===== src/rtl/mux_lut_pipe_if.sv =====
// mux_lut_pipe_if: bundles the lookup stream and the serial table-load
// port of mux_lut_pipe.
//   master : drives in_valid/in_sel and cfg_start/cfg_valid/cfg_bit,
//            receives out_valid/out_data and cfg_busy
//   slave  : the lookup cell itself (opposite directions)
// K = function inputs per lane, W = number of lanes.
interface mux_lut_pipe_if #(
   parameter int unsigned K = 2,
   parameter int unsigned W = 8
);
   logic             in_valid;
   logic [W*K-1:0]   in_sel;
   logic             out_valid;
   logic [W-1:0]     out_data;
   logic             cfg_start;
   logic             cfg_valid;
   logic             cfg_bit;
   logic             cfg_busy;

   modport master (
      output in_valid, in_sel, cfg_start, cfg_valid, cfg_bit,
      input  out_valid, out_data, cfg_busy
   );

   modport slave (
      input  in_valid, in_sel, cfg_start, cfg_valid, cfg_bit,
      output out_valid, out_data, cfg_busy
   );
endinterface


===== src/rtl/mux_lut_pipe.sv =====
// mux_lut_pipe: W-lane, K-input reprogrammable lookup cell. Every lane
// evaluates the same 2^K-entry truth table through a K-level tree of 2:1
// muxes; the result is registered (1-cycle latency, no backpressure).
// The table is shifted in serially (MSB first) into a shadow register and
// committed to the active table in one edge, so lookups never see a
// partially loaded table.
// Ports:
//   clk   : clock, rising edge
//   rst_n : asynchronous active-low reset
//   bus   : mux_lut_pipe_if.slave (in_valid/in_sel -> out_valid/out_data,
//           cfg_start/cfg_valid/cfg_bit -> cfg_busy)

// Single 2:1 mux leaf cell used to build the lookup trees.
module mux_lut_pipe_mux2 (
   input  logic i_a0,
   input  logic i_a1,
   input  logic i_s,
   output logic o_y
);
   assign o_y = i_s ? i_a1 : i_a0;
endmodule

module mux_lut_pipe #(
   parameter int unsigned K = 2,
   parameter int unsigned W = 8
) (
   input  logic           clk,
   input  logic           rst_n,
   mux_lut_pipe_if.slave  bus
);
   localparam int unsigned N  = 1 << K;
   localparam int unsigned CW = $clog2(N) + 1;
   // Every lane computes NOT of its selector bit 0 out of reset.
   localparam logic [N-1:0] RST_TBL = {(N/2){2'b01}};

   typedef enum logic {
      ST_RUN  = 1'b0,
      ST_LOAD = 1'b1
   } state_t;

   state_t          r_state, w_state_nxt;
   logic [CW-1:0]   r_cnt, w_cnt_nxt;
   logic [N-1:0]    r_shadow, w_shadow_nxt;
   logic [N-1:0]    r_active, w_active_nxt;
   logic [N-1:0]    w_shift;
   logic [W-1:0]    w_lut;
   logic            r_out_valid;
   logic [W-1:0]    r_out_data;

   assign w_shift = {r_shadow[N-2:0], bus.cfg_bit};

   // ---------------- table-load FSM ----------------
   always_ff @(posedge clk or negedge rst_n) begin
      if (!rst_n) begin
         r_state  <= ST_RUN;
         r_cnt    <= '0;
         r_shadow <= '0;
         r_active <= RST_TBL;
      end else begin
         r_state  <= w_state_nxt;
         r_cnt    <= w_cnt_nxt;
         r_shadow <= w_shadow_nxt;
         r_active <= w_active_nxt;
      end
   end

   always_comb begin
      w_state_nxt  = r_state;
      w_cnt_nxt    = r_cnt;
      w_shadow_nxt = r_shadow;
      w_active_nxt = r_active;
      unique case (r_state)
         ST_RUN: begin
            if (bus.cfg_start) begin
               w_state_nxt  = ST_LOAD;
               w_cnt_nxt    = '0;
               w_shadow_nxt = '0;
            end
         end
         ST_LOAD: begin
            // A restart wins over a coincident data bit, which is dropped.
            if (bus.cfg_start) begin
               w_cnt_nxt    = '0;
               w_shadow_nxt = '0;
            end else if (bus.cfg_valid) begin
               w_shadow_nxt = w_shift;
               w_cnt_nxt    = r_cnt + CW'(1);
               // Last bit goes straight into the active table on this edge.
               if (r_cnt == CW'(N - 1)) begin
                  w_active_nxt = w_shift;
                  w_state_nxt  = ST_RUN;
               end
            end
         end
         default: w_state_nxt = ST_RUN;
      endcase
   end

   assign bus.cfg_busy = (r_state == ST_LOAD);

   // ---------------- lookup mux trees ----------------
   // Level i halves the candidate set using selector bit i; level 0 reads
   // the active table directly.
   for (genvar l = 0; l < W; l++) begin : g_lane
      logic [K-1:0] w_sel;
      assign w_sel = bus.in_sel[l*K +: K];

      for (genvar i = 0; i < K; i++) begin : g_lvl
         localparam int unsigned M = N >> (i + 1);
         logic [2*M-1:0] w_in;
         logic [M-1:0]   w_node;

         if (i == 0) begin : g_leaf
            assign w_in = r_active;
         end else begin : g_inner
            assign w_in = g_lvl[i-1].w_node;
         end

         for (genvar m = 0; m < M; m++) begin : g_mux
            mux_lut_pipe_mux2 u_mux (
               .i_a0 (w_in[2*m]),
               .i_a1 (w_in[2*m+1]),
               .i_s  (w_sel[i]),
               .o_y  (w_node[m])
            );
         end
      end

      assign w_lut[l] = g_lvl[K-1].w_node[0];
   end

   // ---------------- output register ----------------
   always_ff @(posedge clk or negedge rst_n) begin
      if (!rst_n) begin
         r_out_valid <= 1'b0;
         r_out_data  <= '0;
      end else begin
         r_out_valid <= bus.in_valid;
         if (bus.in_valid) begin
            r_out_data <= w_lut;
         end
      end
   end

   assign bus.out_valid = r_out_valid;
   assign bus.out_data  = r_out_data;
endmodule


===== src/flat_wrapper.sv =====
// flat-port wrapper written by rule: the top's interface ports become plain ports
module mux_lut_pipe_flat 
#(
   parameter int unsigned K = 2,
   parameter int unsigned W = 8
)
  (clk, rst_n, bus_in_valid, bus_in_sel, bus_cfg_start, bus_cfg_valid, bus_cfg_bit, bus_out_valid, bus_out_data, bus_cfg_busy);
  mux_lut_pipe_if #(.K(K), .W(W)) bus_i ();
  input  logic clk;
  input  logic rst_n;
  input wire logic [$bits(bus_i.in_valid)-1:0] bus_in_valid;
  input wire logic [$bits(bus_i.in_sel)-1:0] bus_in_sel;
  input wire logic [$bits(bus_i.cfg_start)-1:0] bus_cfg_start;
  input wire logic [$bits(bus_i.cfg_valid)-1:0] bus_cfg_valid;
  input wire logic [$bits(bus_i.cfg_bit)-1:0] bus_cfg_bit;
  output wire logic [$bits(bus_i.out_valid)-1:0] bus_out_valid;
  output wire logic [$bits(bus_i.out_data)-1:0] bus_out_data;
  output wire logic [$bits(bus_i.cfg_busy)-1:0] bus_cfg_busy;
  assign bus_i.in_valid = bus_in_valid;
  assign bus_i.in_sel = bus_in_sel;
  assign bus_i.cfg_start = bus_cfg_start;
  assign bus_i.cfg_valid = bus_cfg_valid;
  assign bus_i.cfg_bit = bus_cfg_bit;
  assign bus_out_valid = bus_i.out_valid;
  assign bus_out_data = bus_i.out_data;
  assign bus_cfg_busy = bus_i.cfg_busy;
  mux_lut_pipe #(.K(K), .W(W)) u_core (.clk(clk), .rst_n(rst_n), .bus(bus_i));
endmodule

===== config.mk =====
export PLATFORM = sky130hd
export DESIGN_NAME = mux_lut_pipe_flat
export DESIGN_NICKNAME = d
export VERILOG_FILES = /design/src/rtl/mux_lut_pipe_if.sv /design/src/rtl/mux_lut_pipe.sv /design/src/flat_wrapper.sv
export SDC_FILE = /design/constraint.sdc
export NUM_CORES = 1
export LEC_CHECK = 0
export CELL_PAD_IN_SITES_DETAIL_PLACEMENT = 1
export CELL_PAD_IN_SITES_GLOBAL_PLACEMENT = 1
export CORE_MARGIN = 2
export CORE_UTILIZATION = 38
export CTS_CLUSTER_DIAMETER = 30
export CTS_CLUSTER_SIZE = 10
export DETAILED_ROUTE_END_ITERATION = 10
export GPL_ROUTABILITY_DRIVEN = 0
export PLACE_DENSITY = 0.92
export SLEW_MARGIN = 10
export SYNTH_ARGS = -nofsm -noshare
export SYNTH_HDL_FRONTEND = slang
export SYNTH_SLANG_ARGS = --single-unit

===== constraint.sdc =====
create_clock -name clk -period 2.1 [get_ports clk]
set_input_delay 0.63 -clock clk [delete_from_list [all_inputs] [get_ports clk]]
set_output_delay 0.63 -clock clk [all_outputs]
set_load 0.01 [all_outputs]

==> results of run 1 <==
-- report_power, final --
group          switching (W)  internal, W
Clock               0.000114     0.000105
Sequential         0.0000245     0.000411
Combinational      0.0000650    0.0000931
Total               0.000203     0.000610
-- registers in the layout, indices dropped and copies added (netlist names) --
name,flops
u_core.r_cnt,3
u_core.bus.out_data,8
u_core.g_lane.g_lvl.w_in,4
u_core.r_shadow,3
u_core.bus.cfg_busy,1
u_core.bus.out_valid,1
-- path summary, 6_finish.rpt --
kind                                                    start                                       endpoint
max                             u_core.bus.cfg_busy$_DFF_PN0_                                   bus_cfg_busy
min                        u_core.bus.out_data[2]$_DFFE_PN0P_             u_core.bus.out_data[2]$_DFFE_PN0P_
max reg2reg                       u_core.r_cnt[0]$_DFFE_PN0P_  u_core.g_lane[0].g_lvl[0].w_in[1]$_DFFE_PN0P_
min reg2reg                u_core.bus.out_data[2]$_DFFE_PN0P_             u_core.bus.out_data[2]$_DFFE_PN0P_
max in group asynchronous                               rst_n  u_core.g_lane[0].g_lvl[0].w_in[0]$_DFFE_PN1P_
min in group asynchronous                               rst_n             u_core.bus.out_data[6]$_DFFE_PN0P_
-- layout by cell type (no fill, tap or decap), types with 3 or more instances in the layout --
master	n
clkdlybuf4s50_1	31
nand2_1	18
dfrtp_1	18
mux2i_1	8
mux2_2	8
nand3_1	8
o311ai_0	6
a21oi_1	4
mux2_4	4
clkbuf_4	3
buf_4	3
-- synthesized netlist by cell type (all sizes together) --
master | count | area share, %
ha | 2 | 2.3
o311ai | 8 | 6.6
buf | 3 | 2.6
mux2i | 8 | 7.5
dfstp | 2 | 4.9
a21oi | 4 | 1.9
nand2 | 18 | 6.3
a211oi | 1 | 0.71
nand3 | 8 | 3.8
mux2 | 12 | 14
nand3b | 1 | 1.9
nor2 | 2 | 0.71
dfrtp | 18 | 42
a21o | 1 | 0.71
and2 | 1 | 0.82
inv | 2 | 0.71
clkbuf | 3 | 1.3
xnor2 | 1 | 0.82
-- metrics by stage --
stage | total power, W | std cells | utilization [%] | area, um2 | hold slack (ps)
finish | 0.0008135 | 158 | 52.82 | 1431 | 497.8
detailed placement | 0.0006034 | 154 | 51.48 | 1395 | 478.7
global placement | 0.0005931 | 154 | 51.48 | 1395 | 470.7
global route | 0.0008601 | 158 | 52.82 | 1431 | 562.1
CTS | 0.0008295 | 158 | 52.82 | 1431 | 504.1
floorplan | 0.0005074 | 95 | - | 1065 | 334.4
-- area by class of cell --
cell class                      count  area, um2  area share [%]
Timing Repair Buffer               34      332.8           23.25
Sequential cell                    20      503.0           35.14
Inverter                            2      7.507          0.5245
Tap cell                           31      38.79           2.710
Clock buffer                        4      36.28           2.535
Multi-Input combinational cell     67      513.0           35.84
-- logic make-up (layout without fill, tap and decap cells) --
kind of cell / after synthesis / in the layout
multiplexers: 20 / 20
buffers and inverters: 8 / 40
AO/OA/AOI/OAI: 14 / 14
adder cells (fa/ha/maj): 2 / 2
XOR/XNOR: 1 / 1
flip-flops: 20 / 20
AND/OR/NAND/NOR: 30 / 30
-- metal layers --
metal | vias up | GRT usage (%)
met2 | 24 | 35.63
met5 | - | 0
met3 | 2 | 2.948
met1 | 423 | 21.05
li1 | 406 | -
met4 | 0 | 2.990
==> flow_metrics.py, run 1 <==
metrics = {
    "cells_and_area": {
        "insertedDiodeCount": 0,
        "drive_above_1_share_pct": 18.11,
        "area_growth_pct": 34.43,
        "fillers": 304,
        "nets": 152,
    },
    "placed_design": {
        "port_buffers": 31,
        "dp_hpwl_um": 2072,
        "dp_slack_ps": 182.3,
    },
    "synthesis": {
        "synth-warning-count": 0,
        "synth_xor_area_share_pct": 0.8226,
        "synth_cells": 95,
        "synth.mux.area_fraction_pct": 21.62,
        "syn-cell-area_um2": 1065,
        "synth_top_family_by_area": "multiplexers",
        "yosysUniqueCellTypes": 23,
        "synth.avg_cell_area_um2": 11.21,
        "ys_seq_elements": 20,
        "synth_compound_area_share_pct": 9.871,
        "synth_simple_gate_area_share_pct": 13.51,
        "synthAdderAreaFrac_pct": 2.350,
        "syn-num-nets": 119,
        "seq_area_frac_synth_pct": 47.24,
    },
    "worst_setup_path": {
        "critical_path_cell_count": 1,
        "crit_type": "flop to primary output",
        "reg2regPathDepth": 4,
        "crit_path_end_kind": "primary output",
        "critPathArrivalTime_ps": 1240,
        "path_max_fanout": 4,
        "crit_path_top_delay_cell": "clkdlybuf4s50_1",
        "rrSetupSlack_ps": 670,
        "crit_path_start_kind": "flop",
        "path_buf_inv": 1,
        "cp_data_required_time_ps": 1470,
        "crit_chain": "clkdlybuf4s50_1",
        "cp_slowest_stage_delay_ps": 550,
        "cp_top_family": "buffers and inverters",
    },
    "timing": {
        "setup_viol": 0,
        "tightest_slew_ps": 442.8,
        "post-route-period-util_pct": 88.94,
        "relSlewSlack_pct": 70.45,
        "timing.setup.tns_ps": 0,
        "max_freq_mhz": 535.4,
        "hold_viol": 0,
        "clock_skew_ps": 3.213,
        "rsz0062_at_grt": "no",
        "fin_ws_ps": 232.3,
        "final.min_clock_period_ps": 1868,
        "finalMaxSlewViolations": 0,
    },
    "global_routing": {
        "antenna_found_initial": 0,
        "grt_pass1_wl_um": 4685,
        "grt_max_degree": 21,
        "grt_usage_pct": 18.26,
        "first_global_vias": 992,
        "grt_overflow": 0,
    },
    "cts": {
        "cts_made_buffers": 3,
        "h-tree-depth": 1,
        "clock_sinks": 20,
        "cts-root-buf": "clkbuf_4",
        "clk_pin_slew_worst_paths_ps": 110,
        "clock_latency_ps": 290,
        "post_cts_buffers": 0,
        "hold_buffers": 0,
        "clock_path_buffers": 2,
        "cts-resized-gates": 0,
        "cts_tree": "yes",
    },
    "floorplanning": {
        "ios": 32,
        "placementRows": 19,
        "core_area_um2": 2710,
        "dieArea_um2": 3242,
        "die_w_um": 56.94,
        "fp.dieH_um": 56.94,
        "start_util_pct": 39.29,
    },
    "flow_run": {
        "maxCapViolCount": 0,
    },
    "power_and_ir_drop": {
        "power.density_nw_per_um2": 568.3,
        "peakVddDrop_v": 0.0003070,
        "total_leakage_power_nw": 0.6320,
    },
    "detailed_routing": {
        "top_layer": "met4",
        "drt_wl_total_um": 2672,
        "drcViolationCount": 0,
        "vias_per_cell": 5.411,
        "wl_met3_um": 139,
        "drt_pass1_iterations": 3,
        "drt_iter0_markers": 11,
        "ant_nets": 0,
        "wl_met2_um": 1418,
        "num_vias": 855,
        "wl_met1_um": 1092,
        "wl_per_cell_um": 16.91,
    },
    "hold_path": {
        "holdPathStages": 2,
        "hold_path.class": "flop to flop",
    },
    "status": {
        "status": "finished, final reports clean",
    },
}
Note: power is estimated with default switching activity, not from simulation.
==> run 2, diff against run 1 <==
--- a/config.mk
+++ b/config.mk
@@ -14,7 +14,6 @@
 export DETAILED_ROUTE_END_ITERATION = 10
 export GPL_ROUTABILITY_DRIVEN = 0
 export PLACE_DENSITY = 0.92
-export SLEW_MARGIN = 10
 export SYNTH_ARGS = -nofsm -noshare
 export SYNTH_HDL_FRONTEND = slang
 export SYNTH_SLANG_ARGS = --single-unit
==> results of run 2 <==
Final layout, timing and power as in run 1 (identical DEF).
